File: src/rtl/rv_fetch_pkg.sv
// Shared types and helpers for the instruction fetch aligner.
package rv_fetch_pkg;

  localparam int unsigned BUF_HALFWORDS = 6;
  localparam int unsigned BUF_CNT_W     = 3;

  typedef struct packed {
    logic        fault;
    logic [15:0] data;
  } halfword_t;

  // RVC encodings are every instruction whose low two bits are not 2'b11.
  function automatic logic is_compressed(input logic [1:0] lo);
    return lo != 2'b11;
  endfunction

endpackage

File: src/rtl/rv_fetch_halfword_queue.sv
// Halfword FIFO with 0/1/2 push and pop per cycle; entry 0 is always the head.
module rv_fetch_halfword_queue
  import rv_fetch_pkg::*;
#(
  parameter int unsigned DEPTH = BUF_HALFWORDS,
  parameter int unsigned CNT_W = $clog2(DEPTH + 1)
) (
  input  logic             clock,
  input  logic             reset_n,
  input  logic             clear,
  input  logic [1:0]       push_n,
  input  halfword_t        push_hw0,
  input  halfword_t        push_hw1,
  input  logic [1:0]       pop_n,
  output logic [CNT_W-1:0] count,
  output halfword_t        peek0,
  output halfword_t        peek1
);

  localparam int unsigned HWB = $bits(halfword_t);

  logic [DEPTH*HWB-1:0] mem_q;
  logic [DEPTH*HWB-1:0] mem_d;
  logic [DEPTH*HWB-1:0] shifted;
  logic [CNT_W-1:0]     count_q;
  logic [CNT_W-1:0]     count_d;
  logic [CNT_W-1:0]     base;

  // Pop shifts the storage toward entry 0; pushes land just past the survivors.
  always_comb begin
    shifted = mem_q >> (HWB * 32'(pop_n));
    mem_d   = shifted;
    base    = count_q - CNT_W'(pop_n);
    for (int unsigned i = 0; i < DEPTH; i++) begin
      if (push_n != 2'd0 && CNT_W'(i) == base)
        mem_d[i*HWB +: HWB] = push_hw0;
      if (push_n == 2'd2 && CNT_W'(i) == base + CNT_W'(1))
        mem_d[i*HWB +: HWB] = push_hw1;
    end
    count_d = count_q + CNT_W'(push_n) - CNT_W'(pop_n);
    if (clear) begin
      mem_d   = '0;
      count_d = '0;
    end
  end

  // Storage and occupancy registers.
  always_ff @(posedge clock or negedge reset_n) begin
    if (!reset_n) begin
      mem_q   <= '0;
      count_q <= '0;
    end else begin
      mem_q   <= mem_d;
      count_q <= count_d;
    end
  end

  assign count = count_q;
  assign peek0 = mem_q[HWB-1:0];
  assign peek1 = mem_q[2*HWB-1:HWB];

endmodule

File: src/rtl/rv_fetch_aligner.sv
// Word fetcher and halfword aligner feeding whole 16/32-bit instructions to decode.
module rv_fetch_aligner
  import rv_fetch_pkg::*;
#(
  parameter bit              rv64            = 1'b1,
  parameter logic [63:0]     RESET_PC        = 64'h0,
  parameter int unsigned     MAX_OUTSTANDING = 2,
  localparam int unsigned    XLEN            = rv64 ? 64 : 32
) (
  input  logic            clock,
  input  logic            reset_n,
  input  logic            redirect,
  input  logic [XLEN-1:0] redirect_pc,
  output logic            mem_req_valid,
  input  logic            mem_req_ready,
  output logic [XLEN-1:0] mem_req_addr,
  input  logic            mem_resp_valid,
  input  logic [31:0]     mem_resp_data,
  input  logic            mem_resp_fault,
  output logic            inst_valid,
  input  logic            inst_ready,
  output logic [31:0]     inst,
  output logic [XLEN-1:0] inst_pc,
  output logic            inst_fault
);

  logic [XLEN-1:0]      fetch_addr_q, fetch_addr_d;
  logic [XLEN-1:0]      head_pc_q, head_pc_d;
  logic                 skip_lo_q, skip_lo_d;
  logic                 halted_q, halted_d;
  logic [1:0]           outstanding_q, outstanding_d;
  logic [1:0]           drop_q, drop_d;
  logic                 run_q;

  logic [BUF_CNT_W-1:0] count;
  halfword_t            head, next_hw;
  halfword_t            push_hw0, push_hw1;
  logic [1:0]           push_n, pop_n;
  logic                 credit_ok, below_max, req_fire, pop_fire;
  logic                 head_short, len2, resp_push;
  logic [3:0]           need;

  rv_fetch_halfword_queue #(
    .DEPTH (BUF_HALFWORDS),
    .CNT_W (BUF_CNT_W)
  ) u_queue (
    .clock    (clock),
    .reset_n  (reset_n),
    .clear    (redirect),
    .push_n   (push_n),
    .push_hw0 (push_hw0),
    .push_hw1 (push_hw1),
    .pop_n    (pop_n),
    .count    (count),
    .peek0    (head),
    .peek1    (next_hw)
  );

  // Request credit, instruction framing and buffer push/pop control.
  always_comb begin
    need          = 4'(count) + {1'b0, outstanding_q, 1'b0} + 4'd2;
    credit_ok     = need <= 4'(BUF_HALFWORDS);
    below_max     = 32'(outstanding_q) < MAX_OUTSTANDING;
    mem_req_valid = run_q && !halted_q && !redirect && below_max && credit_ok;
    mem_req_addr  = fetch_addr_q;
    req_fire      = mem_req_valid && mem_req_ready;

    // A faulting head goes out alone so the fault surfaces without waiting.
    head_short = is_compressed(head.data[1:0]) || head.fault;
    len2       = !head_short;
    inst_valid = head_short ? (count >= BUF_CNT_W'(1)) : (count >= BUF_CNT_W'(2));
    inst       = len2 ? {next_hw.data, head.data} : {16'h0000, head.data};
    inst_fault = head.fault | (len2 & next_hw.fault);
    inst_pc    = head_pc_q;
    pop_fire   = inst_valid && inst_ready && !redirect;
    pop_n      = pop_fire ? (len2 ? 2'd2 : 2'd1) : 2'd0;

    resp_push      = mem_resp_valid && (drop_q == 2'd0) && !redirect;
    push_n         = resp_push ? (skip_lo_q ? 2'd1 : 2'd2) : 2'd0;
    push_hw0.fault = mem_resp_fault;
    push_hw0.data  = skip_lo_q ? mem_resp_data[31:16] : mem_resp_data[15:0];
    push_hw1.fault = mem_resp_fault;
    push_hw1.data  = mem_resp_data[31:16];
  end

  // Next-state for fetch address, head PC, credit, drop and halt tracking.
  always_comb begin
    fetch_addr_d  = fetch_addr_q;
    head_pc_d     = head_pc_q;
    skip_lo_d     = skip_lo_q;
    halted_d      = halted_q;
    outstanding_d = outstanding_q;
    drop_d        = drop_q;
    if (redirect) begin
      // Everything still in flight is stale; a response this cycle is already gone.
      fetch_addr_d  = redirect_pc & ~XLEN'(3);
      head_pc_d     = redirect_pc & ~XLEN'(1);
      skip_lo_d     = redirect_pc[1];
      halted_d      = 1'b0;
      outstanding_d = outstanding_q - 2'(mem_resp_valid);
      drop_d        = outstanding_q - 2'(mem_resp_valid);
    end else begin
      if (req_fire)
        fetch_addr_d = fetch_addr_q + XLEN'(4);
      outstanding_d = outstanding_q + 2'(req_fire) - 2'(mem_resp_valid);
      if (mem_resp_valid) begin
        if (drop_q != 2'd0) begin
          drop_d = drop_q - 2'd1;
        end else begin
          skip_lo_d = 1'b0;
          if (mem_resp_fault)
            halted_d = 1'b1;
        end
      end
      if (pop_fire)
        head_pc_d = head_pc_q + (len2 ? XLEN'(4) : XLEN'(2));
    end
  end

  // Control registers; run_q holds off requests until the first edge after reset.
  always_ff @(posedge clock or negedge reset_n) begin
    if (!reset_n) begin
      fetch_addr_q  <= XLEN'(RESET_PC) & ~XLEN'(3);
      head_pc_q     <= XLEN'(RESET_PC);
      skip_lo_q     <= RESET_PC[1];
      halted_q      <= 1'b0;
      outstanding_q <= 2'd0;
      drop_q        <= 2'd0;
      run_q         <= 1'b0;
    end else begin
      fetch_addr_q  <= fetch_addr_d;
      head_pc_q     <= head_pc_d;
      skip_lo_q     <= skip_lo_d;
      halted_q      <= halted_d;
      outstanding_q <= outstanding_d;
      drop_q        <= drop_d;
      run_q         <= 1'b1;
    end
  end

endmodule
File: config.mk
export PLATFORM = sky130hd
export DESIGN_NAME = rv_fetch_aligner
export DESIGN_NICKNAME = d
export VERILOG_FILES = /design/src/rtl/rv_fetch_pkg.sv /design/src/rtl/rv_fetch_halfword_queue.sv /design/src/rtl/rv_fetch_aligner.sv
export SDC_FILE = /design/constraint.sdc
export NUM_CORES = 1
export LEC_CHECK = 0
export CAP_MARGIN = 10
export CORE_MARGIN = 5
export CORE_UTILIZATION = 58
export DETAILED_ROUTE_END_ITERATION = 10
export PLACE_DENSITY = 0.88
export SYNTH_ARGS = -nofsm -noshare
export SYNTH_HDL_FRONTEND = slang
export SYNTH_SLANG_ARGS = --single-unit
File: constraint.sdc
create_clock -name clock -period 7.1 [get_ports clock]
set_input_delay 1.42 -clock clock [delete_from_list [all_inputs] [get_ports clock]]
set_output_delay 1.42 -clock clock [all_outputs]
set_load 0.05 [all_outputs]
* Word level (Yosys, flattened, before mapping)
Index checks and enable logic that the tools add are counted.
** Operators by class
- Add/sub/neg operators :: 12
- $mul :: 1
- Magnitude comparators :: 4
- Equal/unequal tests :: 13
- Shift operators :: 1
- Muxes and demuxes :: 37
- Bitwise gates (word level) :: 2
- Reduce and logical (&&, ||, !) cells :: 38
** Operator list (count)
- $mux 64 :: 4
- $mux 17 :: 12
- $mux 102 :: 1
- $shr 102x7->102 :: 1
- $add 64x3->64 :: 1
- $add 64x3->64 const B :: 1
- $mux 32 :: 1
- $logic_and 1x1->1 :: 21
- $mux 16 :: 1
- $mux 2 :: 8
- $reduce_bool 2->1 :: 7
- $eq 2x3->1 const A :: 4
- $eq 3x3->1 const A :: 4
- $mux 1 :: 8
- $mul 5x2->7 const A :: 1
- $eq 1x3->1 const A :: 2
- $logic_not 3->1 :: 2
- $mux 3 :: 2
- $sub 3x2->3 :: 2
- $add 3x3->4 :: 1
- $add 4x2->4 const B :: 1
- $le 4x3->1 const B :: 1
- $ne 2x2->1 const B :: 2
- $reduce_and 2->1 :: 2
- 15 further kinds :: 18
** Word-level totals
- Bits in registers :: 240
- Input port bits :: 103
- Output and inout bits :: 163
- Word-level logic and storage cells :: 117

* Depth between registers and ports, before layout
Gate-level depths: netlist of the first run.
- Word-level depth :: 12
- Depth in mapped cells :: 19
- Gate-level depth less buffers :: 16

* Modules after synthesis
From an unflattened synthesis of the first run, not the netlist that was laid out.
** Unflattened totals
- Cells, all modules :: 1612
- Area total of the unflattened synthesis :: 15681.3 µm²
** By module, submodules not included
- rv_fetch_aligner :: times used 1, cells each 849, area an instance 8216.6 µm², sequential area each 3303.2 µm²
- rv_fetch_halfword_queue :: times used 1, cells each 763, area an instance 7464.7 µm², sequential area each 2627.5 µm²

* Least setup slack after synthesis of the first run
No wires, ideal clock.
- Path type :: in2reg
- Start :: in inst_ready
- End :: reg u_queue.mem_q[101]
- Library setup time :: 0.136 ns
- Arrival time :: 4.755 ns
- Required time :: 6.964 ns
- Path slack :: 2.209 ns
- Cell stages on the path :: 16
- Path buffers :: 4
- Cells stage by stage :: nor2b_1 o311ai_1 inv_1 buf_2 buf_1 ha_1 inv_1 fa_1 xnor2_1 inv_1 ha_1 or3_1 clkbuf_1 clkbuf_1 nand4_1 a21oi_1
** Between the ends
- Cells in the longest elaborated chain, start to end :: 9
- Elaborated cells on any way between the ends :: 14
- Classes of those cells :: 2 x add/sub; 1 x mul; 2 x eq/ne; 1 x shift; 4 x mux; 4 x reduce/logical
** Ends and longest elaborated chain
- start: declaration :: RTL line rv_fetch_aligner.sv:21 : input logic inst_ready,
- $logic_and 1x1->1 (*) (2 in a row) :: RTL line rv_fetch_aligner.sv:75 : pop_fire = inst_valid && inst_ready && !redirect;
- $mux 2 (*) :: RTL line rv_fetch_aligner.sv:76 : pop_n = pop_fire ? (len2 ? 2'd2 : 2'd1) : 2'd0;
- branches (longest 4 deep; another with $mul 5x2->7)
- $mux 17 (*) :: RTL line rv_fetch_halfword_queue.sv:37 : if (push_n == 2'd2 && CNT_W'(i) == base + CNT_W'(1))
- $mux 102 (*) :: RTL line rv_fetch_halfword_queue.sv:41 : if (clear) begin
- net u_queue.mem_d[101] :: RTL line rv_fetch_halfword_queue.sv:23 : logic [DEPTH*HWB-1:0] mem_d;
- end signal: assignment :: RTL line rv_fetch_halfword_queue.sv:53 : mem_q <= mem_d;
- end: declaration :: RTL line rv_fetch_halfword_queue.sv:22 : logic [DEPTH*HWB-1:0] mem_q;
Mark *: on every way through the listed nets, which the timed path passes.
A chain may end at the register's enable or synchronous reset.

* Worst setup path in the final report of the first run
- Start :: in inst_ready
- End :: reg u_queue.mem_q[46]
** Between the ends
- Cells in the longest elaborated chain, start to end :: 9
- Elaborated cells on any way between the ends :: 14
- Classes of those cells :: 2 x add/sub; 1 x mul; 2 x eq/ne; 1 x shift; 4 x mux; 4 x reduce/logical
** Ends and longest elaborated chain (RTL line)
- $logic_and 1x1->1 (*) (2 in a row) :: rv_fetch_aligner.sv:75
- $mux 2 (*) :: rv_fetch_aligner.sv:76
- branches (longest 4 deep; another with $mul 5x2->7)
- $mux 17 (*) :: rv_fetch_halfword_queue.sv:37
- $mux 102 (*) :: rv_fetch_halfword_queue.sv:41
- net u_queue.mem_d[46] :: rv_fetch_halfword_queue.sv:23
Marks and branches as above.

==> run_results.csv, run 1 <==
group,metric,value,unit
status,outcome,"finished, final reports clean",
route,drt_iter0_markers,2700,
layout,syn2layout_area_growth,24.7,%
die,initial_utilization,58.3,%
place,routabilityCongestion,0.945,
timing,setup_viol,0,
global_routing,grt_max_degree,187,
route,via_per_inst,6.89,
clock_network,clockBufferDepth,3,
clock_network,ctsHoldBuffers,0,
timing,hold_ws,562,ps
timing,finalMaxSlewViolations,0,
timing,max_freq,177,MHz
setup_path,arrival,6050,ps
route,drc,0,
logic_synthesis,syn_area_per_cell,8.28,sq um
die,dieArea,28300,sq um
setup_path,slowest_delay,730,ps
global_routing,grt_overflow_total,0,
clock_network,clkTransAtPathRegs,70,ps
route,wl_per_cell,23.2,um
layout,seq_area,5930,sq um
die,rows,58,
min_path,holdCritStartpoint,"mem_req_addr[56]",
min_path,hold_path.class,"reg -> reg",
logic_synthesis,ys_warn_count,0,
die,die_h,168,um
place,port_buffers,261,
timing,period_needed,5660,ps
die,core_area,25000,sq um
logic_synthesis,synth_flop_cell,"dfrtp_1",
setup_path,critPathLaunchType,"primary input",
route,dr.pass1.iters,8,
timing,worstMarginPinSlew,1300,ps
setup_path,r2r_setup_slack,2750,ps
clock_network,cts_tree,"done",
layout,multiInputGateArea,7890,sq um
die,dieWidth,168,um
min_path,hold_depth,1,
logic_synthesis,yosysTopAreaCellShare,40.8,%
setup_path,critPathMaxFanout,38,
clock_network,cts_buffers,26,
layout,drive_gt1_share,4.92,%
setup_path,ff2ff_path_depth,12,
clock_network,clock_sinks,237,
global_routing,grt_pass1_vias,15200,
logic_synthesis,synth_cells,1757,
min_path,min_to,"mem_req_addr[56]",
pwr,peakVddDrop,0.000226,V
global_routing,grt_pass1_wl,83200,um
logic_synthesis,synth-edff-count,0,
layout,fill_cells,1826,
die,io_pins,266,
logic_synthesis,synth_cell_type_count,66,
timing,rsz0062_at_grt,"false",
logic_synthesis,synth_seq_cells,237,
clock_network,cts_resized,0,
clock_network,post-cts-setup-buffer-count,0,
global_routing,grtUsageTotal,36.0,%
clock_network,cts_max_level,1,
logic_synthesis,yosys.area.top_type,"dfrtp_1",
timing,finalSetupTns,0,ps
setup_path,crit_required,7490,ps
route,ant_nets,0,
clock_network,insertion_delay,550,ps
pwr,leakage,7.41,nW
pwr,total_power,0.00495,W
timing,finalHoldViolations,0,
logic_synthesis,synth_area,14500,sq um
setup_path,slowest_stage,"nand2_1",
timing,skew,23.2,ps
logic_synthesis,ys_seq_area_share,40.8,%
logic_synthesis,ys_top_cells_by_area,"dfrtp_1, o21ai_0, nand2_1",
setup_path,r2r_start,"u_queue.count[1]",
route,wl,52900,um
setup_path,reg2reg_to,"mem_req_addr[40]",
timing,relSlewSlack,13.1,%
route,vias,15700,
logic_synthesis,synthArstFlopShare,100,%
layout,layout_common_cells,"clkdlybuf4s50_1, dfrtp_1, nand2_1",
pwr,power-per-cell-area,273,nW/um^2
setup_path,critPathCaptureType,"flip-flop",
global_routing,antenna_found_initial,2,
layout,layout_commonest_cell,"clkdlybuf4s50_1",
clock_network,root_buffer,"clkbuf_16",
setup_path,path_cells,"clkdlybuf4s50_1 -> nor2b_2 -> buf_4 -> nand3b_1 -> fa_1 -> xnor2_1 -> inv_1 -> ha_1 -> nor2b_1 -> nand2_1 -> o21ai_0 -> o22ai_1 -> nor2_1",
run,cap_violations,0,
layout,nNetsFinal,2055,
setup_path,critPathKind,"in -> reg",
place,dp_hpwl,35600,um
timing,period_share,79.7,%
==> flip-flops by register name (all words and copies together) (netlist names) <==
signal	count
u_queue.mem_q	102
inst_pc	63
drop_q	2
u_queue.count	3
outstanding_q	2
skip_lo_q	1
run_q	1
halted_q	1
mem_req_addr	62
==> worst max-delay path, delay by kind of cell <==
family          cells  cell delay (ps)
simple gates        5             1490
buf+inv             3             1360
fa+ha+maj           2              860
xor+xnor            1              460
compound gates      2              430
==> synth_stat cells (30+ instances only) <==
master / n
mux2i_1: 56
xor2_1: 31
o211ai_1: 38
nand2_1: 227
o22ai_1: 71
xnor2_1: 34
nand4_1: 46
and3_1: 30
a31oi_1: 43
a211oi_1: 54
dfrtp_1: 237
o21ai_0: 174
clkbuf_1: 97
a21oi_1: 83
nand3_1: 66
nor3_1: 32
nor2_1: 178
==> metrics by stage <==
stage                     instances  utilization [%]  instance area, sq um  setup WS [ps]
after detailed placement       2237             68.9                 17200           1040
after CTS                      2281             72.6                 18100           1550
after global placement         2237             68.9                 17200           1250
final                          2283             72.6                 18100           1440
after floorplan                1759                -                 14600           2210
after global routing           2283             72.6                 18100           1150
==> layout make-up <==
cell class,instances,area share (%)
diodes,1,0.0138
clock buffers,36,4.13
clock inverters,8,0.973
inverters,31,0.642
repair buffers,291,15.7
flip-flops and latches,237,32.7
well taps,330,2.28
multi-input cells,1349,43.5
==> how the worst max path moves through the flow <==
stage,from,to,slack [ps],depth (start not counted)
final,inst_ready,u_queue.mem_q[46],1440,13
after global routing,inst_ready,u_queue.mem_q[49],1150,13
after CTS,inst_ready,u_queue.mem_q[36],1550,13
after detailed placement,inst_ready,u_queue.mem_q[36],1040,13
after global placement,inst_ready,u_queue.mem_q[49],1250,13
after floorplan,inst_ready,u_queue.mem_q[101],2210,16
==> layer usage <==
metal	part of all wire (%)	GRT usage, %	vias to the layer above
met5	0.025	0	-
met1	36	45.9	7454
met2	46	57.4	1240
li1	-	-	6762
met3	12	8.08	261
met4	6.3	19.2	2
==> power breakdown <==
part	internal, W	switching (W)
Clock	0.000912	0.000580
Sequential	0.00152	0.000227
Combinational	0.000594	0.00111
==> logic make-up (layout without fill, tap and decap cells) <==
| group | after synthesis | count (layout) | synth area share [%] |
|---|---|---|---|
| buffers and inverters | 173 | 366 | 5.18 |
| AND/OR/NAND/NOR | 667 | 667 | 21.3 |
| XOR/XNOR | 65 | 65 | 3.91 |
| other | 2 | 5 | 0.0516 |
| AO/OA/AOI/OAI | 532 | 532 | 22.6 |
| multiplexers | 65 | 65 | 4.55 |
| adder cells (fa/ha/maj) | 16 | 16 | 1.63 |
| flip-flops | 237 | 237 | 40.8 |
Power figures use the tool's default switching activity.
==> run 2, diff against run 1 <==
Settings changed: CORE_UTILIZATION 58 to 54, PLACE_DENSITY 0.88 to 0.83.
Clock period 7.1 ns to 5.65 ns, I/O delays scaled along.
==> run 2 against run 1 <==
First-iteration DRC count decreased by 14%. Die area up 7.0%. Clock power increased by 26%. Sequential cell count did not move. Combinational power increased by 26%. Critical endpoint is now u_queue.mem_q[3].
==> run_results.csv, run 2 (same netlist as run 1, synthesis figures left out) <==
group,metric,value,unit
timing,max_freq,196,MHz
route,via_per_inst,6.74,
clock_network,ctsHoldBuffers,0,
setup_path,critPathMaxFanout,19,
setup_path,reg2reg_to,"u_queue.mem_q[3]",
setup_path,r2r_start,"u_queue.mem_q[0]",
pwr,leakage,7.43,nW
clock_network,clock_sinks,237,
die,rows,60,
die,core_area,26700,sq um
layout,syn2layout_area_growth,24.9,%
setup_path,path_cells,"clkdlybuf4s50_1 -> nor2b_2 -> o311ai_4 -> inv_1 -> ha_1 -> inv_1 -> fa_1 -> nor4bb_1 -> nand3_1 -> o21ai_0 -> o22ai_1 -> nor2_1",
clock_network,cts_max_level,1,
route,wl_per_cell,23.1,um
setup_path,critPathTopFamily,"simple AND/OR/NAND/NOR gates",
die,initial_utilization,54.4,%
clock_network,root_buffer,"clkbuf_16",
layout,largest_reg_flops,102,
setup_path,slowest_stage,"nand3_1",
route,ant_nets,0,
setup_path,critPathLaunch,"inst_ready",
setup_path,arrival,5540,ps
setup_path,critPathCaptureType,"flip-flop",
global_routing,grt_pass1_wl,83700,um
layout,drive_gt1_share,5.21,%
clock_network,cts_resized,0,
layout,fill_cells,2044,
die,dieWidth,174,um
timing,finalSetupTns,0,ps
layout,layout_commonest_cell,"clkdlybuf4s50_1",
place,port_buffers,261,
min_path,hold_path.class,"reg -> reg",
timing,finalMaxSlewViolations,0,
timing,worstMarginPinSlew,1250,ps
global_routing,grtUsageTotal,33.7,%
pwr,peakVddDrop,0.000233,V
setup_path,crit_required,6100,ps
timing,skew,17.9,ps
pwr,power-per-cell-area,342,nW/um^2
global_routing,grt_max_degree,120,
route,wl,53200,um
clock_network,clockBufferDepth,3,
clock_network,cts_buffers,27,
run,cap_violations,0,
layout,seq_area,5930,sq um
route,drc,0,
setup_path,path_depth,12,
setup_path,setup.worst_path.end,"u_queue.mem_q[3]",
global_routing,grt_overflow_total,0,
timing,finalHoldViolations,0,
global_routing,grt_pass1_vias,15000,
die,die_h,174,um
setup_path,critPathKind,"in -> reg",
setup_path,r2r_setup_slack,1250,ps
setup_path,path_common_cell,"inv_1",
clock_network,post-cts-setup-buffer-count,0,
route,dr.pass1.iters,6,
place,routabilityCongestion,0.942,
setup_path,critical_path_buf_inv_count,3,
setup_path,critPathLaunchType,"primary input",
clock_network,clkTransAtPathRegs,60,ps
layout,final_core_util,68.0,%
place,dp_hpwl,35400,um
die,io_pins,266,
setup_path,slowest_delay,960,ps
layout,nNetsFinal,2056,
clock_network,insertion_delay,540,ps
timing,period_needed,5100,ps
route,drt_iter0_markers,2314,
layout,layout_common_cells,"clkdlybuf4s50_1, dfrtp_1, nand2_1",
setup_path,ff2ff_path_depth,9,
layout,multiInputGateArea,7890,sq um
layout,top_register,"u_queue.mem_q",
timing,setup_viol,0,
global_routing,antenna_found_initial,2,
clock_network,cts_tree,"done",
route,vias,15500,
timing,relSlewSlack,16.3,%
timing,period_share,90.2,%
timing,rsz0062_at_grt,"false",
die,dieArea,30300,sq um
status,outcome,"finished, final reports clean",
run 2: cell count changes in the layout (fill, tap and decap cells not counted):
cell	delta
bufinv_16	-1
clkinv_4	+1
clkinvlp_4	+1
buf_4	+1
buf_2	-1
clkinv_2	+5
clkbuf_1	-1
clkinv_8	-1
clkbuf_16	+1
run 2: worst min-delay path by stage:
stage,from,to,slack [ps],cells after the start
2_1_floorplan,halted_q,halted_q,480,2
3_3_place_gp,halted_q,halted_q,510,2
3_5_place_dp,halted_q,halted_q,520,2
4_1_cts,halted_q,halted_q,530,2
5_1_grt,halted_q,halted_q,570,2
6_report,halted_q,halted_q,530,2
run 2: layer usage:
metal  GRT usage (%)  share of wire, %  vias up
met5               0             0.024        -
met4            14.7               4.5        2
met3            7.98                12      179
met2            54.6                47     1140
met1            43.2                37     7406
li1                -                 -     6757
run 2: where the power goes:
group          total, W  internal [W]  switching [W]
sequential      0.00219       0.00192       0.000270
clock           0.00187       0.00114       0.000734
combinational   0.00216      0.000749        0.00141
total           0.00621       0.00380        0.00241
run 2: cell type report:
cell class | instances | share of cell area, %
repair buffers | 291 | 15.7
clock buffers | 36 | 4.24
inverters | 31 | 0.641
flip-flops and latches | 237 | 32.6
multi-input cells | 1349 | 43.4
diodes | 1 | 0.0138
well taps | 341 | 2.35
clock inverters | 13 | 0.944
run 2: stage by stage:
step                power (W)  hold WS (ps)  cell area (sq um)  cells  setup slack, ps
detailed placement    0.00431           516              17200   2249              248
global route          0.00646           565              18200   2299              375
finish                0.00621           533              18200   2299              553
floorplan             0.00357           483              14600   1759             1050
CTS                   0.00617           533              18200   2298              791
global placement      0.00425           515              17200   2249              369
run 2: worst min-delay path, delay by kind of cell (launching register included):
family	cells	cell delay (ps)
flip-flops	1	370
AND/OR/NAND/NOR	1	70
AO/OA/AOI/OAI	1	50
